### config.mk
export PLATFORM = sky130hd
export DESIGN_NAME = serial_compare
export DESIGN_NICKNAME = d
export VERILOG_FILES = /design/src/rtl/serial_compare.sv
export SDC_FILE = /design/constraint.sdc
export NUM_CORES = 1
export LEC_CHECK = 0
export ABC_CLOCK_PERIOD_IN_PS = 4050
export BUFFER_PORTS_ARGS = -buffer_cell sky130_fd_sc_hd__buf_2
export CORE_MARGIN = 10
export CORE_UTILIZATION = 25
export CTS_CLUSTER_SIZE = 25
export DETAILED_ROUTE_END_ITERATION = 7
export GPL_TIMING_DRIVEN = 1
export PLACE_DENSITY = 0.42
export SYNTH_ARGS = -nofsm -noshare
export SYNTH_HDL_FRONTEND = slang
export SYNTH_SLANG_ARGS = --single-unit
### constraint.sdc
create_clock -name clk -period 4.05 [get_ports clk]
set_input_delay 0.405 -clock clk [delete_from_list [all_inputs] [get_ports clk]]
set_output_delay 0.405 -clock clk [all_outputs]
set_load 0.03 [all_outputs]
### src/rtl/serial_compare.sv
`default_nettype none
// ============================================================================
// Module      : serial_compare
// Description : Multi-cycle magnitude comparator. Two WIDTH-bit operands are
//               compared MSB-first, DIGIT bits per clock, in unsigned or
//               two's-complement mode. Reports one-hot AEB/ASB/AGB flags
//               together with a single-cycle done pulse.
// Revision    : 1.0 - initial release
// ============================================================================
module serial_compare #(
    parameter int WIDTH = 8,
    parameter int DIGIT = 2
) (
    input  logic             clk,
    input  logic             rst,
    input  logic             start,
    input  logic [WIDTH-1:0] A,
    input  logic [WIDTH-1:0] B,
    input  logic             is_signed,
    output logic             busy,
    output logic             done,
    output logic             AEB,
    output logic             ASB,
    output logic             AGB
);

    localparam int c_steps = WIDTH / DIGIT;
    localparam int c_cw    = $clog2(c_steps) + 1;

    localparam logic [c_cw-1:0] c_last     = c_cw'(c_steps - 1);
    localparam logic [c_cw-1:0] c_cnt_one  = c_cw'(1);

    // Flipping the sign bit maps two's-complement order onto unsigned order
    localparam logic [WIDTH-1:0] c_sign_mask = {1'b1, {(WIDTH-1){1'b0}}};

    localparam logic [0:0] c_IDLE = 1'b0;
    localparam logic [0:0] c_RUN  = 1'b1;

    logic [0:0]       r_state;
    logic [0:0]       w_state_nxt;

    logic [WIDTH-1:0] r_sa;
    logic [WIDTH-1:0] r_sb;
    logic [c_cw-1:0]  r_cnt;
    logic             r_decided;
    logic             r_lt;
    logic             r_gt;

    logic             r_busy;
    logic             r_done;
    logic             r_aeb;
    logic             r_asb;
    logic             r_agb;

    logic [DIGIT-1:0] w_da;
    logic [DIGIT-1:0] w_db;
    logic             w_differ;
    logic             w_lt_step;
    logic             w_gt_step;
    logic             w_last;
    logic [WIDTH-1:0] w_a_load;
    logic [WIDTH-1:0] w_b_load;

    // Current digit pair and the decision it produces; an earlier decision sticks
    always_comb begin
        w_da      = r_sa[WIDTH-1 -: DIGIT];
        w_db      = r_sb[WIDTH-1 -: DIGIT];
        w_differ  = (w_da != w_db);
        w_gt_step = r_decided ? r_gt : (w_differ && (w_da > w_db));
        w_lt_step = r_decided ? r_lt : (w_differ && (w_da < w_db));
        w_last    = (r_cnt == c_last);
        w_a_load  = is_signed ? (A ^ c_sign_mask) : A;
        w_b_load  = is_signed ? (B ^ c_sign_mask) : B;
    end

    // Next-state logic: IDLE waits for start, RUN lasts exactly c_steps cycles
    always_comb begin
        w_state_nxt = r_state;
        case (r_state)
            c_IDLE:  if (start)  w_state_nxt = c_RUN;
            c_RUN:   if (w_last) w_state_nxt = c_IDLE;
            default: w_state_nxt = c_IDLE;
        endcase
    end

    // State register
    always_ff @(posedge clk) begin
        if (rst) begin
            r_state <= c_IDLE;
        end else begin
            r_state <= w_state_nxt;
        end
    end

    // Datapath: operand capture, digit-serial scan and result publication
    always_ff @(posedge clk) begin
        if (rst) begin
            r_sa      <= '0;
            r_sb      <= '0;
            r_cnt     <= '0;
            r_decided <= 1'b0;
            r_lt      <= 1'b0;
            r_gt      <= 1'b0;
            r_busy    <= 1'b0;
            r_done    <= 1'b0;
            r_aeb     <= 1'b0;
            r_asb     <= 1'b0;
            r_agb     <= 1'b0;
        end else begin
            r_done <= 1'b0;
            case (r_state)
                c_IDLE: begin
                    if (start) begin
                        r_sa      <= w_a_load;
                        r_sb      <= w_b_load;
                        r_cnt     <= '0;
                        r_decided <= 1'b0;
                        r_lt      <= 1'b0;
                        r_gt      <= 1'b0;
                        r_busy    <= 1'b1;
                    end
                end
                c_RUN: begin
                    r_sa      <= r_sa << DIGIT;
                    r_sb      <= r_sb << DIGIT;
                    r_cnt     <= r_cnt + c_cnt_one;
                    r_decided <= r_decided | w_differ;
                    r_lt      <= w_lt_step;
                    r_gt      <= w_gt_step;
                    if (w_last) begin
                        // Final digit's decision is folded in directly
                        r_busy <= 1'b0;
                        r_done <= 1'b1;
                        r_agb  <= w_gt_step;
                        r_asb  <= w_lt_step;
                        r_aeb  <= ~(w_gt_step | w_lt_step);
                    end
                end
                default: begin
                    r_busy <= 1'b0;
                end
            endcase
        end
    end

    assign busy = r_busy;
    assign done = r_done;
    assign AEB  = r_aeb;
    assign ASB  = r_asb;
    assign AGB  = r_agb;

endmodule
`default_nettype wire

# After elaboration in Yosys (flattened, before gate mapping)
# Index checks and enable logic that the tools add are counted.
# totals
ff_bits	28
latchBits	0
ram_bits	0
mem_bits_ro	0
output_inout_bits	5
word_cells	51
mem_count	0
# classes
add_sub_neg	1
n_mul	0
div	0
magnitude_cmp	2
eq_ne	4
shift	0
n_mux	21
n_bitwise	6
n_reduce_logical	5
# op_table
operator	count
8-bit 2-to-1 mux	4
8-bit one-hot mux with 2 select lines	2
1-bit one-hot mux with 2 select lines	5
1-bit 2-to-1 mux	8
3-bit one-hot mux with 2 select lines	1
1-bit inverter	4
2-bit AND reduction	2
3-bit by 1-bit adder with 3-bit output, second input constant	1
3-bit by 2-bit == test with 1-bit output, second input constant	1
3-bit 2-to-1 mux	1
2-bit > comparator	1
1-bit logical AND	2
2-bit < comparator	1
2-bit by 1-bit inequality test with 1-bit output, second input constant	1
2-bit inequality test	1
2-bit inequality test, second input constant	1
1-bit OR	2
2-bit OR reduction	1

# Depth between registers and ports, before layout
# logic_depth
word_depth	5
ltp_mapped	6
depth_no_buf	6

# Worst setup path after synthesis
# OpenSTA, ideal clock, no wires.
# synth_timing
kind	register -> register
from	register r_sb[7]
to	register r_aeb (netlist: AEB)
arrival_time_ns	1.234
t_required_ns	3.949
setup_slack_ns	2.715
path_stages_with_launch	7
path_buffers	0
synth_period_minus_slack_ns	1.335
cell_sequence	dfxtp_1 inv_1 ha_1 nor2b_1 o21ai_2 o21ai_1 o41ai_1
# synth_via
elab_chain_cells	5
# synth_rtl
item	line	rtl
start: declaration	43	logic [WIDTH-1:0] r_sb;
start signal: assignment	115	r_sb <= w_b_load;
start signal: assignment	125	r_sb <= r_sb << DIGIT;
2-bit > comparator, or another cell as far along	69	w_gt_step = r_decided ? r_gt : (w_differ && (w_da > w_db));
1-bit logical AND (on tied branches)	69, 70	
1-bit 2-to-1 mux (on tied branches)	69, 70	
1-bit OR (*)	136	r_aeb <= ~(w_gt_step | w_lt_step);
1-bit inverter (*)	136	
end signal: assignment	136	
end: declaration	51	logic r_aeb;
# Every way passes the cells marked *; elsewhere a longest branch is shown, timed or not.
# A chain may end at the register's enable or synchronous reset.

# Worst setup path after layout
# layout_timing
from	register r_state
to	register r_aeb (netlist: AEB)
# layout_via
elab_chain_cells	1
# layout_rtl
item	line	rtl
start: declaration	39	logic [0:0] r_state;
start signal: assignment	89	r_state <= c_IDLE;
start signal: assignment	91	r_state <= w_state_nxt;
2-bit AND reduction (no line)	--	
# Every way passes these cells.

==> results.md <==
- Status: complete, no violations
- Port Buf Inserts: 24
- Arr. time, crit path: 1.83 ns
- Chip height: 91.17 um
- Final setup fails: 0
- CTS H-Tree Depth: 1
- Slowest cell on crit path: dfxtp_1
- Comb power frac: between 10% and 20%
- Post-Syn Area: roughly 1300 sq um
- Fraction of layout cells with a size suffix above 1: 20.73%
- Crit-path max cell delay: a little under 0.9 ns
- Area grow syn2layout: 16.50%
- Global route overflow: 0
- Initial drt markers: between 40 and 50
- Worst IR Drop VDD: 0.1812 mV
- Sw frac: roughly 25%
- Post-synthesis cell type count: 31
- Die W: 91.17 um
- Worst Setup Start Kind: register
- Cell Area, Placed: 1420 sq um
- Most frequent cells in the layout: nor2_1 (33), dfxtp_1 (28), buf_2 (24), a21oi_1 (15), mux2i_1 (15)
- Total wire length: 2701 um
- Gr usage total: 6.797%
- Number of flops mapped to enable cells by yosys: 0
- Multi-input gate area: ~630 sq um
- Crit path time final: between 1.5 and 2 ns
- Synth area leaders: dfxtp_1 (44%), mux2i_1 (12%), nor2_1 (9.8%)
- Final net count: 189
- Min Hold Slack: 0.3604 ns
- Relative slew slack: 44.10%
- Fin Setup TNS: 0 ns
- Crit Path Class: reg -> reg
- Syn_nets: 170
- TritonCTS Sinks: 28
- Pins Over Slew Limit: 0
- Pwr dens: 376.4 nW/um^2
- IO Pins: 25
- Core area: 4817 sq um
- Syn Area/Cell: approximately 8.7 sq um
- Detail Route Antenna Nets: 0
- CTS tree: built
- Worst path top cell family by delay: flip-flops
- Period utilization: 40.95%
- Most common cell after layout, fill and taps aside: nor2_1
- Die Footprint: roughly 8300 sq um
- Ys flop type: dfxtp_1
- Post-cts resize count: 0
- CTS root buf: clkbuf_8
- Vias/cell: between 4 and 5
- Worst endpoint required time: 4.22 ns
- Post-synth top area cell: dfxtp_1
- Clock buffer depth: 2
- TritonCTS Buffers: 3
- Layout fillers: around 540
- Post-synthesis sequential area ratio: 44.27%
- DR vias: 985
- Diodes inserted: 0
- Worst Setup End Kind: register
- Worst slew pin tran: 0.8373 ns
- P_leak: 0.6364 nW
- Register bit total from synthesis: 28
- Max Clock Skew: 0.001490 ns
- Max_cap viols: 0
- Clock-pin slew on the worst setup and hold paths: approximately 0.09 ns
- Clock power frac: 31.1%
- HPWL Detailed: around 2000 um
- Post-CTS Setup Inserts: 0
- Reg2reg setup slack: 2.39 ns
- RSZ-0062 raised after global routing: no
- Psw: 0.1413 mW
- Register area: between 500 and 600 sq um
- First-pass GRT wire length: 4719 um
- Post-route DRC: 0
- Worst Path Buf+Inv: 0
- Post-route design area: 1475 sq um
- Vias in the first global route: 1006
- Top-area cell type share of the netlist area: roughly 44%
- Hold Fails Final Rpt: 0
- Clk_lat worst skew: 0.27 ns
- Ys Warns: 0
- Crit path max fanout: 28
- Worst-path cell chain: nand2_1, o41ai_1
- WL/cell: 11.69 um
- TritonRoute pass-1 iters: 4
- Post-CTS Hold Buffers: 0
- Starting Density: 26.29%
- Routability-driven placement congestion ratio: 0.7676
- Max Clock Freq: around 600 MHz
- Site Rows: 25
- Largest net degree at the start of global routing: 29
- Synth Instances: 146
- FFs w/ async S/R, synth: 0%
- Antenna violations before repair: 0
- Int Power: 0.4139 mW
- Min-delay worst type: in -> reg
- Share of power burned in registers: 54.5%
[path summary, 6_finish.rpt]
check        startpoint  endpoint  depth (start not counted)
max reg2reg     r_state       AEB                          2
min                A[0]   r_sa[0]                          3
min reg2reg        busy      busy                          2
max             r_state       AEB                          2
[cell usage after synthesis, types with 2 or more instances]
master    number
nor2_1        33
xnor2_1        2
nand2b_1       3
o22ai_1        2
mux2i_1       15
ha_1           4
dfxtp_1       28
o21ai_1        3
buf_2          7
inv_1          4
clkbuf_1       3
a21oi_1       15
nor2b_1        2
nand2_1        8
[logic make-up (layout without fill, tap and decap cells)]
| kind of cell | Yosys count | count (layout) | share of synthesized area, % |
|---|---|---|---|
| compound gates | 28 | 28 | 13.83 |
| xor+xnor | 2 | 2 | 1.384 |
| fa+ha+maj | 4 | 4 | 3.953 |
| buf+inv | 16 | 34 | 6.027 |
| flops | 28 | 28 | 44.27 |
| mux | 15 | 15 | 11.86 |
| simple gates | 53 | 53 | 18.68 |
[power by group through the flow]
stage	registers [mW]	logic, mW	clock network [mW]
floorplan	0.304	0.0652	0
global placement	0.309	0.0797	0
detailed placement	0.309	0.0810	0
CTS	0.303	0.0812	0.183
global route	0.306	0.0931	0.193
finish	0.303	0.0800	0.173
[tightest hold or removal path: cells and delay by family]
family,cells,cell delay [ns]
buffers and inverters,1,0.07
multiplexers,1,0.05
AND/OR/NAND/NOR,1,0.07
[flip-flops by register name (all words and copies together) (netlist names)]
signal     count
AEB            1
AGB            1
ASB            1
busy           1
done           1
r_cnt          3
r_decided      1
r_gt           1
r_lt           1
r_sa           8
r_sb           8
r_state        1
[cell type report]
class | instances | area share [%]
Sequential cell | 28 | 38.00
Inverter | 5 | 1.272
Multi-Input combinational cell | 102 | 42.66
Clock buffer | 4 | 3.732
Timing Repair Buffer | 25 | 8.651
Tap cell | 67 | 5.683
[metrics by stage]
step                cells  setup slack (ns)  utilization (%)  power, mW
finish                231             2.391            30.62     0.5552
CTS                   231             2.347            30.62     0.5670
global placement      227             2.513            29.48     0.3884
floorplan             146             2.715                -     0.3695
detailed placement    227             2.366            29.48     0.3903
global route          231             2.134            30.62     0.5920
[layer usage]
| metal | GRT usage, % | vias to the layer above | wire, um | share of wire [%] |
|---|---|---|---|---|
| li1 | - | 525 | - | - |
| met1 | 7.739 | 435 | 1302 | 48 |
| met2 | 10.92 | 23 | 1170 | 43 |
| met3 | 3.457 | 2 | 209 | 7.7 |
| met4 | 1.958 | 0 | 19 | 0.70 |
| met5 | 0 | - | 0 | 0 |
No activity file was read; power rests on OpenSTA's default activity.
